### src/rtl/unrot_pkg.sv
// Shared types and helpers for the multi-cycle inverse rotator.
// Holds the FSM state encoding, default sizes and the one-position rotate steps.
package unrot_pkg;

  localparam int UNROT_WIDTH = 8;
  localparam int UNROT_AMT_W = $clog2(UNROT_WIDTH);

  typedef enum logic [1:0] {
    IDLE = 2'd0,
    ROT  = 2'd1,
    DONE = 2'd2
  } state_t;

  function automatic logic [UNROT_WIDTH-1:0] rotl1(input logic [UNROT_WIDTH-1:0] x);
    return {x[UNROT_WIDTH-2:0], x[UNROT_WIDTH-1]};
  endfunction

  function automatic logic [UNROT_WIDTH-1:0] rotr1(input logic [UNROT_WIDTH-1:0] x);
    return {x[0], x[UNROT_WIDTH-1:1]};
  endfunction

endpackage

### src/rtl/rot1_step.sv
// Combinational one-position rotator: dir=1 rotates left, dir=0 rotates right.
module rot1_step
  import unrot_pkg::*;
#(
  parameter int WIDTH = UNROT_WIDTH
) (
  input  logic [WIDTH-1:0] x,
  input  logic             dir,
  output logic [WIDTH-1:0] y
);

  // Package helpers are sized for the default width; other widths use the same slicing inline.
  generate
    if (WIDTH == UNROT_WIDTH) begin : g_pkg
      assign y = dir ? rotl1(x) : rotr1(x);
    end else begin : g_gen
      assign y = dir ? {x[WIDTH-2:0], x[WIDTH-1]} : {x[0], x[WIDTH-1:1]};
    end
  endgenerate

endmodule

### src/rtl/unrot_seq_8bit.sv
// Multi-cycle inverse rotator: undoes an amt-position rotation in direction lr,
// one position per cycle in the opposite direction, with valid/ready on both sides.
module unrot_seq_8bit
  import unrot_pkg::*;
#(
  parameter int WIDTH = UNROT_WIDTH,
  parameter int AMT_W = UNROT_AMT_W
) (
  input  logic             clk,
  input  logic             rst_n,
  input  logic             in_valid,
  output logic             in_ready,
  input  logic [WIDTH-1:0] a,
  input  logic             lr,
  input  logic [AMT_W-1:0] amt,
  output logic             out_valid,
  input  logic             out_ready,
  output logic [WIDTH-1:0] y,
  output logic             busy
);

  state_t           state_q, state_d;
  logic [WIDTH-1:0] word_q, word_d;
  logic [AMT_W-1:0] cnt_q, cnt_d;
  logic             dir_q, dir_d;
  logic [WIDTH-1:0] step_w;

  // dir_q holds the original direction; rotating left undoes an original right rotation.
  rot1_step #(.WIDTH(WIDTH)) u_step (
    .x   (word_q),
    .dir (dir_q),
    .y   (step_w)
  );

  always_comb begin
    state_d = state_q;
    word_d  = word_q;
    cnt_d   = cnt_q;
    dir_d   = dir_q;
    unique case (state_q)
      IDLE: begin
        if (in_valid) begin
          word_d  = a;
          dir_d   = lr;
          cnt_d   = amt;
          state_d = (amt == '0) ? DONE : ROT;
        end
      end
      ROT: begin
        word_d = step_w;
        cnt_d  = cnt_q - AMT_W'(1);
        if (cnt_q == AMT_W'(1)) state_d = DONE;
      end
      DONE: begin
        if (out_ready) state_d = IDLE;
      end
      default: state_d = IDLE;
    endcase
  end

  always_ff @(posedge clk) begin
    if (!rst_n) begin
      state_q <= IDLE;
      word_q  <= '0;
      cnt_q   <= '0;
      dir_q   <= 1'b0;
    end else begin
      state_q <= state_d;
      word_q  <= word_d;
      cnt_q   <= cnt_d;
      dir_q   <= dir_d;
    end
  end

  assign in_ready  = (state_q == IDLE);
  assign out_valid = (state_q == DONE);
  assign busy      = (state_q != IDLE);
  assign y         = word_q;

endmodule
### config.mk
export PLATFORM = sky130hd
export DESIGN_NAME = unrot_seq_8bit
export DESIGN_NICKNAME = d
export VERILOG_FILES = /design/src/rtl/unrot_pkg.sv /design/src/rtl/rot1_step.sv /design/src/rtl/unrot_seq_8bit.sv
export SDC_FILE = /design/constraint.sdc
export NUM_CORES = 1
export LEC_CHECK = 0
export CAP_MARGIN = 20
export CORE_ASPECT_RATIO = 1.1
export CORE_MARGIN = 1
export CORE_UTILIZATION = 43
export DETAILED_ROUTE_END_ITERATION = 10
export PLACE_DENSITY_LB_ADDON = 0.25
export SYNTH_ARGS = -nofsm -noshare
export SYNTH_HDL_FRONTEND = slang
export SYNTH_SLANG_ARGS = --single-unit
### constraint.sdc
create_clock -name clk -period 1.7 [get_ports clk]
set_input_delay 0.425 -clock clk [delete_from_list [all_inputs] [get_ports clk]]
set_output_delay 0.425 -clock clk [all_outputs]
set_load 0.05 [all_outputs]
==> impl_metrics.json <==
{
  "fin_setup_tns_ns": 0,
  "detail_route.wl_per_cell_um": 16.1,
  "gp_congestion": 0.821,
  "routed_via_density": 6.11,
  "drtIter0Drc": 14,
  "track_usage_pct": 24.0,
  "fin_area_um2": 1180,
  "leakage_nw": 0.481,
  "fin_crit_sh_pct": 94.7,
  "wl_mm": 2.13,
  "irDropWorstVdd_v": 0.000559,
  "avgSynthCellArea_um2": 8.82,
  "vias": 807,
  "cts_inserted_buffers": 3,
  "synth_nets": 106,
  "ys.flop_type": "dfxtp_1",
  "finalHoldViolations": 0,
  "grt_overflow": 0,
  "syn_area_um2": 776,
  "clockBufferDepth": 2,
  "synth-edff-count": 0,
  "ys_top_cells_by_area": "dfxtp_1 (36%), mux2_2 (12%), a221oi_1 (10%), o21ai_0 (5.8%), nor2_1 (4.8%)",
  "die_x_um": 42.5,
  "hpwl_mm": 1.57,
  "start_util_pct": 47.5,
  "crit_family": "flip-flops",
  "cts_tree": "done",
  "power_mw": 1.07,
  "dieArea_um2": 1980,
  "critical_path.startpoint_type": "flip-flop",
  "clock_latency_ns": 0.28,
  "syn2layout_area_growth_pct": 52.7,
  "crit_required_ns": 1.27,
  "htreeDepth": 1,
  "max_freq_mhz": 621,
  "maxSlewHeadroom_pct": 69.6,
  "row_count": 15,
  "drive_above_1_share_pct": 27.0,
  "diodes": 0,
  "ys_seq_elements": 14,
  "yosysTopAreaCell": "dfxtp_1",
  "crit_path_max_incr_delay_ns": 0.37,
  "finalCriticalPeriod_ns": 1.61,
  "cts_setup_buffers": 0,
  "grt_pass1_wl_mm": 3.48,
  "dieHeight_um": 46.5,
  "ios": 27,
  "critPathCaptureType": "output pin",
  "grt_pass1_vias": 802,
  "tightest_slew_ns": 0.456,
  "yosys.cell_types.count": 27,
  "first_pass_iters": 6,
  "fillCellCount": 118,
  "slew_violations": 0,
  "core-area_um2": 1630,
  "place_ws_ns": -0.105,
  "crit_path_cell_trace": "buf_4 > nor2b_1 > buf_12",
  "antenna_found_initial": 0,
  "drtAntennaViolNets": 0,
  "async_reset_ff_share_pct": 0,
  "rsz0062_at_grt": "false",
  "grt_max_degree": 12,
  "outcome": "completed",
  "cp_slowest_cell": "dfxtp_2",
  "synth.most_common_cell": "dfxtp_1",
  "synth_warnings": 0,
  "powerDensity_nw_per_um2": 905,
  "yosys-top-cells-count": "dfxtp_1 (14), nor2_1 (10), a221oi_1 (9), o21ai_0 (9), mux2_2 (8)",
  "max-cap-violations": 0,
  "cts.clk_slew.worst_paths_ns": 0.08,
  "skew_ns": 0.00483,
  "hold_class": "reg2reg",
  "cp_num_buf_inv": 2,
  "dp.cells": 129,
  "critPathArrivalTime_ns": 1.19,
  "yosysTopAreaCellShare_pct": 36.1,
  "crit_type": "reg2out",
  "finalWorstSetupSlack_ns": 0.0894,
  "setup_violations": 0,
  "nets": 135,
  "crit_fanout": 8,
  "dpl-instance-area_um2": 1160,
  "root_buffer": "clkbuf_4",
  "syn_inst": 88,
  "portBuffers": 26,
  "drc": 0,
  "yosysSeqAreaShare_pct": 36.1,
  "cts_sinks": 14,
  "final_cells": 132
}
## tightest hold or removal path, stage by stage (launching register included)
cell and delay (ns):
dfxtp_1 0.30, inv_1 0.08, nand2_1 0.06, o311a_1 0.11
## per-stage QoR
| stage | utilization (%) | hold WS (ns) |
|---|---|---|
| 2_1_floorplan | - | 0.512 |
| 3_5_place_dp | 71.0 | 0.570 |
| 3_3_place_gp | 71.0 | 0.532 |
| 6_report | 72.6 | 0.591 |
| 5_1_grt | 72.6 | 0.599 |
| 4_1_cts | 72.5 | 0.586 |
## where the power goes
part	total, mW	switching (mW)	internal, mW
Sequential	0.422	0.0549	0.367
Combinational	0.462	0.234	0.228
Clock	0.188	0.106	0.0823
Total	1.07	0.395	0.678
## flip-flops by register name (all words and copies together), names as in the netlist
name     cells
y            8
cnt_q        3
state_q      2
dir_q        1
## metal layers
metal  share of wire (%)  vias up  routed length [um]  track usage [%]
met5                   0        -                   0                0
met4                 4.5        0                  95             15.6
met3                 5.9       12                 125             4.71
met2                  51       42                1090             41.8
met1                  38      371                 819             27.1
li1                    -      382                   -                -
## cell type report
| type | instances | area (um^2) | share of cell area, % |
|---|---|---|---|
| multi-input combinational | 64 | 459 | 38.8 |
| timing repair buffer | 29 | 380 | 32.1 |
| inverter | 5 | 18.8 | 1.58 |
| tap | 17 | 21.3 | 1.80 |
| clock buffer | 3 | 22.5 | 1.90 |
| sequential | 14 | 283 | 23.9 |
## path summary, 6_finish.rpt
path                            startpoint   endpoint  slack [ns]  cells after the start
worst max register to register       dir_q       y[4]        0.20                      3
worst min register to register    cnt_q[1]   cnt_q[1]        0.59                      3
worst min-delay path              cnt_q[1]   cnt_q[1]        0.59                      3
worst max-delay path            state_q[0]  out_valid        0.09                      3
## placed cells by master (no fill, tap or decap), types with 2 or more instances in the layout
cell type	synthesis	layout
o21ai_0	9	9
o311a_1	2	2
a21oi_1	4	4
clkbuf_4	0	3
a221oi_1	9	9
nor2_1	10	9
buf_12	0	10
nand2_1	4	4
dfxtp_2	0	2
mux2_2	8	8
clkdlybuf4s50_1	0	15
nor3b_1	2	2
inv_1	4	4
buf_4	1	4
ha_1	2	2
nor2b_1	4	4
dfxtp_1	14	12
## cell families (layout without fill, tap and decap cells)
family / count (synthesis) / in the layout / synth area share (%)
AOI/OAI and AO/OA: 29 / 29 / 26.8
adders and majority gates: 2 / 2 / 3.23
and+or+nand+nor: 25 / 25 / 16.6
DFF: 14 / 14 / 36.1
muxes: 8 / 8 / 11.6
buffers and inverters: 10 / 37 / 5.64
## what timing repair did
item,CTS,global route
resized for setup,1,1
endpoints found under the setup margin,1,2
hold buffers,0,0
gates cloned,0,0
Power figures use the tool's default switching activity.
